==> src/rtl/execute_stage.sv <==
// RV32IM execute stage: single-cycle ALU, branch/jump resolution, load/store addressing and an
// iterative multiply/divide unit, all feeding a registered output stage towards memory_stage.
module execute_stage #(
    parameter logic        MDU_ENABLE = 1'b1,
    parameter logic [31:0] NOP_INSTR  = 32'h00000013
) (
    input  logic        clk,
    input  logic        rst,
    input  logic [31:0] instruction_bits_in,
    input  logic [31:0] program_counter_in,
    input  logic [31:0] rs1_data_in,
    input  logic [31:0] rs2_data_in,
    input  logic [31:0] immediate_in,
    input  logic [4:0]  rd_in,
    input  logic        rd_valid_in,
    input  logic        stall_in,
    output logic        stall_out,
    output logic [31:0] address_out,
    output logic [31:0] rd_data_out,
    output logic [31:0] source_data_out,
    output logic [31:0] instruction_bits_out,
    output logic [4:0]  rd_out,
    output logic        rd_valid_out,
    output logic [31:0] program_counter_out,
    output logic [31:0] next_program_counter_out,
    output logic        jump_valid_out,
    output logic [31:0] jump_address_out,
    output logic        fwd_valid_out,
    output logic [4:0]  fwd_rd_out,
    output logic [31:0] fwd_data_out
);
    localparam logic [6:0] OPC_OP     = 7'b0110011;
    localparam logic [6:0] OPC_OPIMM  = 7'b0010011;
    localparam logic [6:0] OPC_LUI    = 7'b0110111;
    localparam logic [6:0] OPC_AUIPC  = 7'b0010111;
    localparam logic [6:0] OPC_JAL    = 7'b1101111;
    localparam logic [6:0] OPC_JALR   = 7'b1100111;
    localparam logic [6:0] OPC_BRANCH = 7'b1100011;
    localparam logic [6:0] OPC_LOAD   = 7'b0000011;
    localparam logic [6:0] OPC_STORE  = 7'b0100011;

    typedef enum logic [1:0] {MDU_IDLE = 2'd0, MDU_BUSY = 2'd1, MDU_DONE = 2'd2} mdu_state_t;
    mdu_state_t state_r, state_next_s;

    logic [6:0]  opcode_s;
    logic [2:0]  funct3_s;
    logic        is_m_s, slot_valid_s, mdu_start_s, mdu_accept_s, squash_r;
    logic [31:0] op_b_s, alu_s, result_s, target_s, addr_s, mdu_result_s;
    logic [4:0]  shamt_s;
    logic        branch_s, known_s, writes_rd_s, is_store_s, taken_s, bubble_s;
    logic        a_signed_s, b_signed_s, a_neg_s, b_neg_s;
    logic [31:0] a_mag_s, b_mag_s, div_sub_s, quo_s, rem_s;
    logic [32:0] mul_sum_s, div_shift_s;
    logic [63:0] acc_r, acc_step_s, prod_s;
    logic [31:0] opnd_r, dividend_r;
    logic [2:0]  f3_r;
    logic        neg_q_r, neg_r_r, div_zero_r;
    logic [4:0]  iter_r;

    logic [31:0] nxt_addr_s, nxt_data_s, nxt_src_s, nxt_instr_s, nxt_pc_s, nxt_npc_s, nxt_jaddr_s;
    logic [4:0]  nxt_rd_s;
    logic        nxt_rd_valid_s, nxt_jump_s;
    logic [31:0] addr_r, data_r, src_r, instr_r, pc_r, npc_r, jaddr_r;
    logic [4:0]  rd_r;
    logic        rd_valid_r, jump_r;

    assign opcode_s     = instruction_bits_in[6:0];
    assign funct3_s     = instruction_bits_in[14:12];
    assign is_m_s       = (opcode_s == OPC_OP) && (instruction_bits_in[31:25] == 7'b0000001);
    assign slot_valid_s = rd_valid_in && !squash_r;
    assign mdu_start_s  = (state_r == MDU_IDLE) && slot_valid_s && is_m_s && (MDU_ENABLE == 1'b1);
    assign mdu_accept_s = mdu_start_s && !stall_in;
    assign addr_s       = rs1_data_in + immediate_in;
    // DONE with stall_in is covered by the stall_in term
    assign stall_out    = !rst && (stall_in || mdu_start_s || (state_r == MDU_BUSY));

    // Integer ALU for OP / OP-IMM
    always_comb begin
        op_b_s  = (opcode_s == OPC_OP) ? rs2_data_in : immediate_in;
        shamt_s = op_b_s[4:0];
        alu_s   = 32'd0;
        case (funct3_s)
            3'b000: begin
                if ((opcode_s == OPC_OP) && instruction_bits_in[30]) alu_s = rs1_data_in - op_b_s;
                else alu_s = rs1_data_in + op_b_s;
            end
            3'b001: alu_s = rs1_data_in << shamt_s;
            3'b010: alu_s = {31'd0, $signed(rs1_data_in) < $signed(op_b_s)};
            3'b011: alu_s = {31'd0, rs1_data_in < op_b_s};
            3'b100: alu_s = rs1_data_in ^ op_b_s;
            3'b101: begin
                if (instruction_bits_in[30]) alu_s = $signed(rs1_data_in) >>> shamt_s;
                else alu_s = rs1_data_in >> shamt_s;
            end
            3'b110: alu_s = rs1_data_in | op_b_s;
            3'b111: alu_s = rs1_data_in & op_b_s;
            default: alu_s = 32'd0;
        endcase
    end

    // Branch condition
    always_comb begin
        case (funct3_s)
            3'b000:  branch_s = (rs1_data_in == rs2_data_in);
            3'b001:  branch_s = (rs1_data_in != rs2_data_in);
            3'b100:  branch_s = ($signed(rs1_data_in) < $signed(rs2_data_in));
            3'b101:  branch_s = !($signed(rs1_data_in) < $signed(rs2_data_in));
            3'b110:  branch_s = (rs1_data_in < rs2_data_in);
            3'b111:  branch_s = !(rs1_data_in < rs2_data_in);
            default: branch_s = 1'b0;
        endcase
    end

    // Opcode decode: result selection and control-flow outcome
    always_comb begin
        known_s     = 1'b1;
        writes_rd_s = 1'b0;
        is_store_s  = 1'b0;
        taken_s     = 1'b0;
        target_s    = program_counter_in + immediate_in;
        result_s    = 32'd0;
        case (opcode_s)
            OPC_OP: begin
                writes_rd_s = 1'b1;
                if (!is_m_s) result_s = alu_s;
                else if (MDU_ENABLE == 1'b1) result_s = mdu_result_s;
                else known_s = 1'b0;
            end
            OPC_OPIMM: begin writes_rd_s = 1'b1; result_s = alu_s; end
            OPC_LUI:   begin writes_rd_s = 1'b1; result_s = immediate_in; end
            OPC_AUIPC: begin writes_rd_s = 1'b1; result_s = program_counter_in + immediate_in; end
            OPC_JAL: begin
                writes_rd_s = 1'b1;
                result_s    = program_counter_in + 32'd4;
                taken_s     = 1'b1;
            end
            OPC_JALR: begin
                writes_rd_s = 1'b1;
                result_s    = program_counter_in + 32'd4;
                taken_s     = 1'b1;
                target_s    = addr_s & 32'hFFFF_FFFE;
            end
            OPC_BRANCH: taken_s = branch_s;
            OPC_LOAD:   writes_rd_s = 1'b1;
            OPC_STORE:  is_store_s = 1'b1;
            default:    known_s = 1'b0;
        endcase
    end

    // Next output-register contents; the accept cycle and BUSY emit bubbles
    always_comb begin
        bubble_s = !slot_valid_s || !known_s || mdu_start_s || (state_r == MDU_BUSY);
        if (bubble_s) begin
            nxt_instr_s = NOP_INSTR;   nxt_pc_s = 32'd0;   nxt_npc_s = 32'd0;
            nxt_addr_s = 32'd0;        nxt_data_s = 32'd0; nxt_src_s = 32'd0;
            nxt_rd_s = 5'd0;           nxt_rd_valid_s = 1'b0;
            nxt_jump_s = 1'b0;         nxt_jaddr_s = 32'd0;
        end else begin
            nxt_instr_s    = instruction_bits_in;
            nxt_pc_s       = program_counter_in;
            nxt_npc_s      = taken_s ? target_s : (program_counter_in + 32'd4);
            nxt_addr_s     = addr_s;
            nxt_src_s      = rs2_data_in;
            nxt_rd_s       = rd_in;
            nxt_rd_valid_s = writes_rd_s && (rd_in != 5'd0);
            nxt_jump_s     = taken_s;
            nxt_jaddr_s    = taken_s ? target_s : 32'd0;
            if (is_store_s) nxt_data_s = rs2_data_in;
            else if (rd_in == 5'd0) nxt_data_s = 32'd0;
            else nxt_data_s = result_s;
        end
    end

    // Output register; jump pulse lasts one cycle and arms the wrong-path squash
    always_ff @(posedge clk or posedge rst) begin
        if (rst) begin
            instr_r <= NOP_INSTR; pc_r <= 32'd0; npc_r <= 32'd0; addr_r <= 32'd0;
            data_r <= 32'd0; src_r <= 32'd0; rd_r <= 5'd0; rd_valid_r <= 1'b0;
            jump_r <= 1'b0; jaddr_r <= 32'd0; squash_r <= 1'b0;
        end else if (!stall_in) begin
            instr_r <= nxt_instr_s; pc_r <= nxt_pc_s; npc_r <= nxt_npc_s; addr_r <= nxt_addr_s;
            data_r <= nxt_data_s; src_r <= nxt_src_s; rd_r <= nxt_rd_s; rd_valid_r <= nxt_rd_valid_s;
            jump_r <= nxt_jump_s; jaddr_r <= nxt_jaddr_s; squash_r <= nxt_jump_s;
        end else begin
            jump_r <= 1'b0;
        end
    end

    assign instruction_bits_out     = instr_r;
    assign program_counter_out      = pc_r;
    assign next_program_counter_out = npc_r;
    assign address_out              = addr_r;
    assign rd_data_out              = data_r;
    assign source_data_out          = src_r;
    assign rd_out                   = rd_r;
    assign rd_valid_out             = rd_valid_r;
    assign jump_valid_out           = jump_r;
    assign jump_address_out         = jaddr_r;
    assign fwd_valid_out            = rd_valid_r;
    assign fwd_rd_out               = rd_r;
    assign fwd_data_out             = data_r;

    // MDU operand magnitudes and signs; funct3 picks signedness per operand
    always_comb begin
        a_signed_s = (funct3_s != 3'b011) && (funct3_s != 3'b101) && (funct3_s != 3'b111);
        b_signed_s = a_signed_s && (funct3_s != 3'b010);
        a_neg_s    = a_signed_s && rs1_data_in[31];
        b_neg_s    = b_signed_s && rs2_data_in[31];
        a_mag_s    = a_neg_s ? (32'd0 - rs1_data_in) : rs1_data_in;
        b_mag_s    = b_neg_s ? (32'd0 - rs2_data_in) : rs2_data_in;
    end

    // One shift-add or restoring-divide iteration; acc holds {hi/rem, lo/quotient}
    always_comb begin
        mul_sum_s   = {1'b0, acc_r[63:32]} + (acc_r[0] ? {1'b0, opnd_r} : 33'd0);
        div_shift_s = {acc_r[63:32], acc_r[31]};
        div_sub_s   = div_shift_s[31:0] - opnd_r;
        if (!f3_r[2]) acc_step_s = {mul_sum_s, acc_r[31:1]};
        else if (div_shift_s >= {1'b0, opnd_r}) acc_step_s = {div_sub_s, acc_r[30:0], 1'b1};
        else acc_step_s = {div_shift_s[31:0], acc_r[30:0], 1'b0};
    end

    // Sign correction and special divide cases
    always_comb begin
        prod_s = neg_q_r ? (64'd0 - acc_r) : acc_r;
        if (div_zero_r) quo_s = 32'hFFFF_FFFF;
        else quo_s = neg_q_r ? (32'd0 - acc_r[31:0]) : acc_r[31:0];
        if (div_zero_r) rem_s = dividend_r;
        else rem_s = neg_r_r ? (32'd0 - acc_r[63:32]) : acc_r[63:32];
        case (f3_r)
            3'b000:                 mdu_result_s = prod_s[31:0];
            3'b001, 3'b010, 3'b011: mdu_result_s = prod_s[63:32];
            3'b100, 3'b101:         mdu_result_s = quo_s;
            3'b110, 3'b111:         mdu_result_s = rem_s;
            default:                mdu_result_s = 32'd0;
        endcase
    end

    // MDU datapath registers
    always_ff @(posedge clk or posedge rst) begin
        if (rst) begin
            acc_r <= 64'd0; opnd_r <= 32'd0; dividend_r <= 32'd0; f3_r <= 3'd0;
            neg_q_r <= 1'b0; neg_r_r <= 1'b0; div_zero_r <= 1'b0; iter_r <= 5'd0;
        end else if (mdu_accept_s) begin
            f3_r       <= funct3_s;
            acc_r      <= {32'd0, funct3_s[2] ? a_mag_s : b_mag_s};
            opnd_r     <= funct3_s[2] ? b_mag_s : a_mag_s;
            dividend_r <= rs1_data_in;
            neg_q_r    <= a_neg_s ^ b_neg_s;
            neg_r_r    <= a_neg_s;
            div_zero_r <= funct3_s[2] && (rs2_data_in == 32'd0);
            iter_r     <= 5'd0;
        end else if (state_r == MDU_BUSY) begin
            acc_r  <= acc_step_s;
            iter_r <= iter_r + 5'd1;
        end
    end

    // MDU state register
    always_ff @(posedge clk or posedge rst) begin
        if (rst) state_r <= MDU_IDLE;
        else state_r <= state_next_s;
    end

    // MDU next state
    always_comb begin
        state_next_s = state_r;
        case (state_r)
            MDU_IDLE: begin
                if (mdu_accept_s) state_next_s = MDU_BUSY;
                else state_next_s = MDU_IDLE;
            end
            MDU_BUSY: begin
                if (iter_r == 5'd31) state_next_s = MDU_DONE;
                else state_next_s = MDU_BUSY;
            end
            MDU_DONE: begin
                if (!stall_in) state_next_s = MDU_IDLE;
                else state_next_s = MDU_DONE;
            end
            default: state_next_s = MDU_IDLE;
        endcase
    end
endmodule
==> config.mk <==
export PLATFORM = sky130hd
export DESIGN_NAME = execute_stage
export DESIGN_NICKNAME = d
export VERILOG_FILES = /design/src/rtl/execute_stage.sv
export SDC_FILE = /design/constraint.sdc
export NUM_CORES = 2
export LEC_CHECK = 0
export CAP_MARGIN = 10
export CORE_MARGIN = 3
export CORE_UTILIZATION = 55
export DETAILED_ROUTE_END_ITERATION = 10
export PLACE_DENSITY = 0.89
export SLEW_MARGIN = 20
export SYNTH_ARGS = -nofsm -noshare
export SYNTH_HDL_FRONTEND = slang
export SYNTH_SLANG_ARGS = --single-unit
==> constraint.sdc <==
create_clock -name clk -period 23.7 [get_ports clk]
set_input_delay 3.555 -clock clk [delete_from_list [all_inputs] [get_ports clk]]
set_output_delay 3.555 -clock clk [all_outputs]
set_load 0.02 [all_outputs]
==> flow_metrics.tcl <==
set metrics [dict create \
    nNetsFinal 5643 \
    synth_top_family_by_area "compound AO/OA/AOI/OAI gates" \
    antenna_found_initial 23 \
    fin_skew_ns 0.04242 \
    synth_compound_area_share_pct 30.35 \
    hold_start "dividend_r[21]$_DFFE_PP0P_" \
    routed_via_density 7.405 \
    p_switching_uw 750.5 \
    power_leakage_uw 0.01911 \
    synth_nets 5420 \
    fmax_mhz 93.48 \
    grt.total_usage_pct 55.85 \
    grt_pass1_vias 41170 \
    gp_congestion 1.213 \
    ys.flop_type "dfrtp_1" \
    ys_seq_elements 373 \
    power_frac_seq_pct 32.2 \
    rsz0062_at_grt "no" \
    drt_wl_total_um 209400 \
    timing.final.max_slew_violations 0 \
    synth.top_cell.area_share_pct 24.46 \
    rows 95 \
    finalCriticalPeriod_ns 10.70 \
    synthAdderAreaFrac_pct 9.156 \
    worstSetupStartpointType "input pin" \
    synth_top_area_cell "dfrtp_1" \
    core_um2 67630 \
    area.growth.synth_to_final_pct 16.96 \
    cpMaxStageDelayCell "nor3b_2" \
    synth_edf_count 0 \
    synth-simple-area-share_pct 17.06 \
    clockPowerShare_pct 37.2 \
    r2r_slack_ns 18.22 \
    io_pins 439 \
    cellPowerDensity_nw_per_um2 45.31 \
    dieWidth_um 268.3 \
    clock_latency_ns 0.63 \
    ant_nets 0 \
    internal_power_uw 1256 \
    async_reset_ff_share_pct 100.0 \
    wl_per_cell_um 34.14 \
    tightest_slew_ns 1.249 \
    ys.warnings.count 0 \
    io_buffers 438 \
    worst_setup_path_end_kind "output pin" \
    synth.avg_cell_area_um2 7.606 \
    combPwrFrac_pct 30.6 \
    grt_pass1_wl_um 292000 \
    yosys.cell_types.count 95 \
    drt_first_pass_iters 11 \
    syn-instance-count 4977 \
    path_class "input pin to output pin" \
    grt_overflow 0 \
    holdCritPathClass "register to register" \
    cts.root.buffer_cell "clkbuf_16" \
    postCtsHoldBufs 0 \
    cap_violations 0 \
    violations "DRC" \
    slew-limit-headroom_pct 16.74 \
    crit_path_start "instruction_bits_in[6]" \
    synth_area_leaders "dfrtp_1 24%, ha_1 8.9%, o21ai_0 6.7%" \
    holdWs_ns 0.4777 \
    layout-drive-gt1-share_pct 5.119 \
    vias 45420 \
    synth_common_cells "625 x nand2_1, 503 x o21ai_0, 405 x nor2_1" \
    status "complete, but fails checks" \
    synthesis.area_um2 37850 \
    drc 24 \
    switching_share_pct 37.41 \
    hold_viol 0 \
    power.total_uw 2006 \
    finalCritPeriodShare_pct 45.13 \
    cts_tree "done" \
    dp_hpwl_um 158300 \
    numCtsBuffers 45 \
    post_cts_resized 0 \
    slowest_delay_ns 0.77 \
    clockBufferDepth 3 \
    synthXorXnorAreaFrac_pct 7.658 \
    peakVddDrop_mv 0.05586 \
    synth_most_common_cell "nand2_1" \
    clock_sinks 373 \
    cp_data_arrival_time_ns 7.14 \
    die_y_um 268.3 \
    ctsHtreeMaxLevel 2 \
    synth_mux_area_share_pct 4.932 \
    path_cells "clkdlybuf4s50_1 > nor3b_2 > nand2_2 > nor4_2 > buf_4 > nand2b_1 > a21oi_1 > nor2_1 > nor2_1 > clkdlybuf4s50_1" \
    critical_path_required_ns 20.15 \
    setup_viol 0 \
    grt_max_degree 147 \
    dp_cells 6024 \
    ys_seq_area_share_pct 24.67 \
    postCtsSetupBuffers 0 \
    clk_pin_slew_ns 0.06 \
    drtIter0Drc 8693 \
    post-route-util_pct 65.46 \
    r2r-start "acc_r[4]$_DFFE_PP0P_" \
    final.setup.tns_ns 0 \
    worst-path-max-fanout 12 \
    layout.cells.non_filler 6134 \
    start_util_pct 55.97 \
    die_area_um2 72010 \
]
## state kept, by name, indices dropped and copies added (netlist names), 2 cells and up
signal	count
jump_address_out	32
opnd_r	32
next_program_counter_out	32
acc_r	64
fwd_data_out	32
program_counter_out	32
iter_r	5
instruction_bits_out	32
fwd_rd_out	5
state_r	2
f3_r	3
address_out	32
dividend_r	32
source_data_out	32
## kinds of logic (layout without fill, tap and decap cells)
group / after synthesis / in the layout
other: 0 / 26
multiplexers: 177 / 177
AO/OA/AOI/OAI: 1783 / 1783
flip-flops: 373 / 373
buffers and inverters: 580 / 838
XOR/XNOR: 331 / 331
AND/OR/NAND/NOR: 1459 / 1459
adder cells (fa/ha/maj): 274 / 274
## final timing paths
path / cells after the start / end
setup / recovery: 10 / stall_out
setup reg to reg: 11 / fwd_data_out[18]$_DFFE_PP0N_
hold / removal: 2 / dividend_r[21]$_DFFE_PP0P_
hold reg to reg: 2 / dividend_r[21]$_DFFE_PP0P_
min in group asynchronous: 2 / instruction_bits_out[18]$_DFFE_PP0N_
max in group asynchronous: 3 / f3_r[2]$_DFFE_PP0P_
## worst max-delay path: cells and delay by family
family / cells / cell delay, ns
compound gates: 1 / 0.17
buf+inv: 3 / 1.53
simple gates: 6 / 1.86
## cell type report
| type | instances | area (µm²) |
|---|---|---|
| flip-flops and latches | 373 | 9341 |
| repair buffers | 544 | 5181 |
| fillers | 5610 | 23360 |
| clock buffers | 65 | 1291 |
| multi-input cells | 4024 | 26270 |
| inverters | 212 | 803.3 |
| diodes | 26 | 65.06 |
| clock inverters | 17 | 231.5 |
| well taps | 873 | 1092 |
## metal layers
| metal | up-vias | wire length [µm] | global-route usage (%) |
|---|---|---|---|
| met1 | 21290 | 71300 | 67.18 |
| met4 | 16 | 21190 | 44.06 |
| met3 | 1188 | 35030 | 25.05 |
| met2 | 4396 | 81650 | 76.89 |
| li1 | 18540 | - | - |
| met5 | - | 216 | 1.846 |
## stage by stage
stage	worst slack, ns	cell area [µm²]
finish	13.00	44280
global route	13.01	44220
detailed placement	13.30	42670
global placement	13.41	42670
floorplan	9.791	37850
CTS	13.28	44190
## layout by cell type (no fill, tap or decap), drive strengths merged, types with 67 or more instances in the layout
master and instances:
mux2i 155, buf 108, nand3 82, o21ai 536, a21o 99, inv 214
clkbuf 67, nor2 405, a31oi 68, nand2 625, nor3 71, o211ai 121
a22o 102, xor2 98, a21oi 379, ha 269, dfrtp 370, xnor2 233
clkdlybuf4s50 434
## power groups by stage
stage          registers [µW]  logic, µW  clock network, µW
2_1_floorplan             662        316                  0
3_3_place_gp              657        563                  0
3_5_place_dp              657        564                  0
4_1_cts                   645        568                736
5_1_grt                   646        624                761
6_report                  646        614                746
Note: power is estimated with default switching activity, not from simulation.
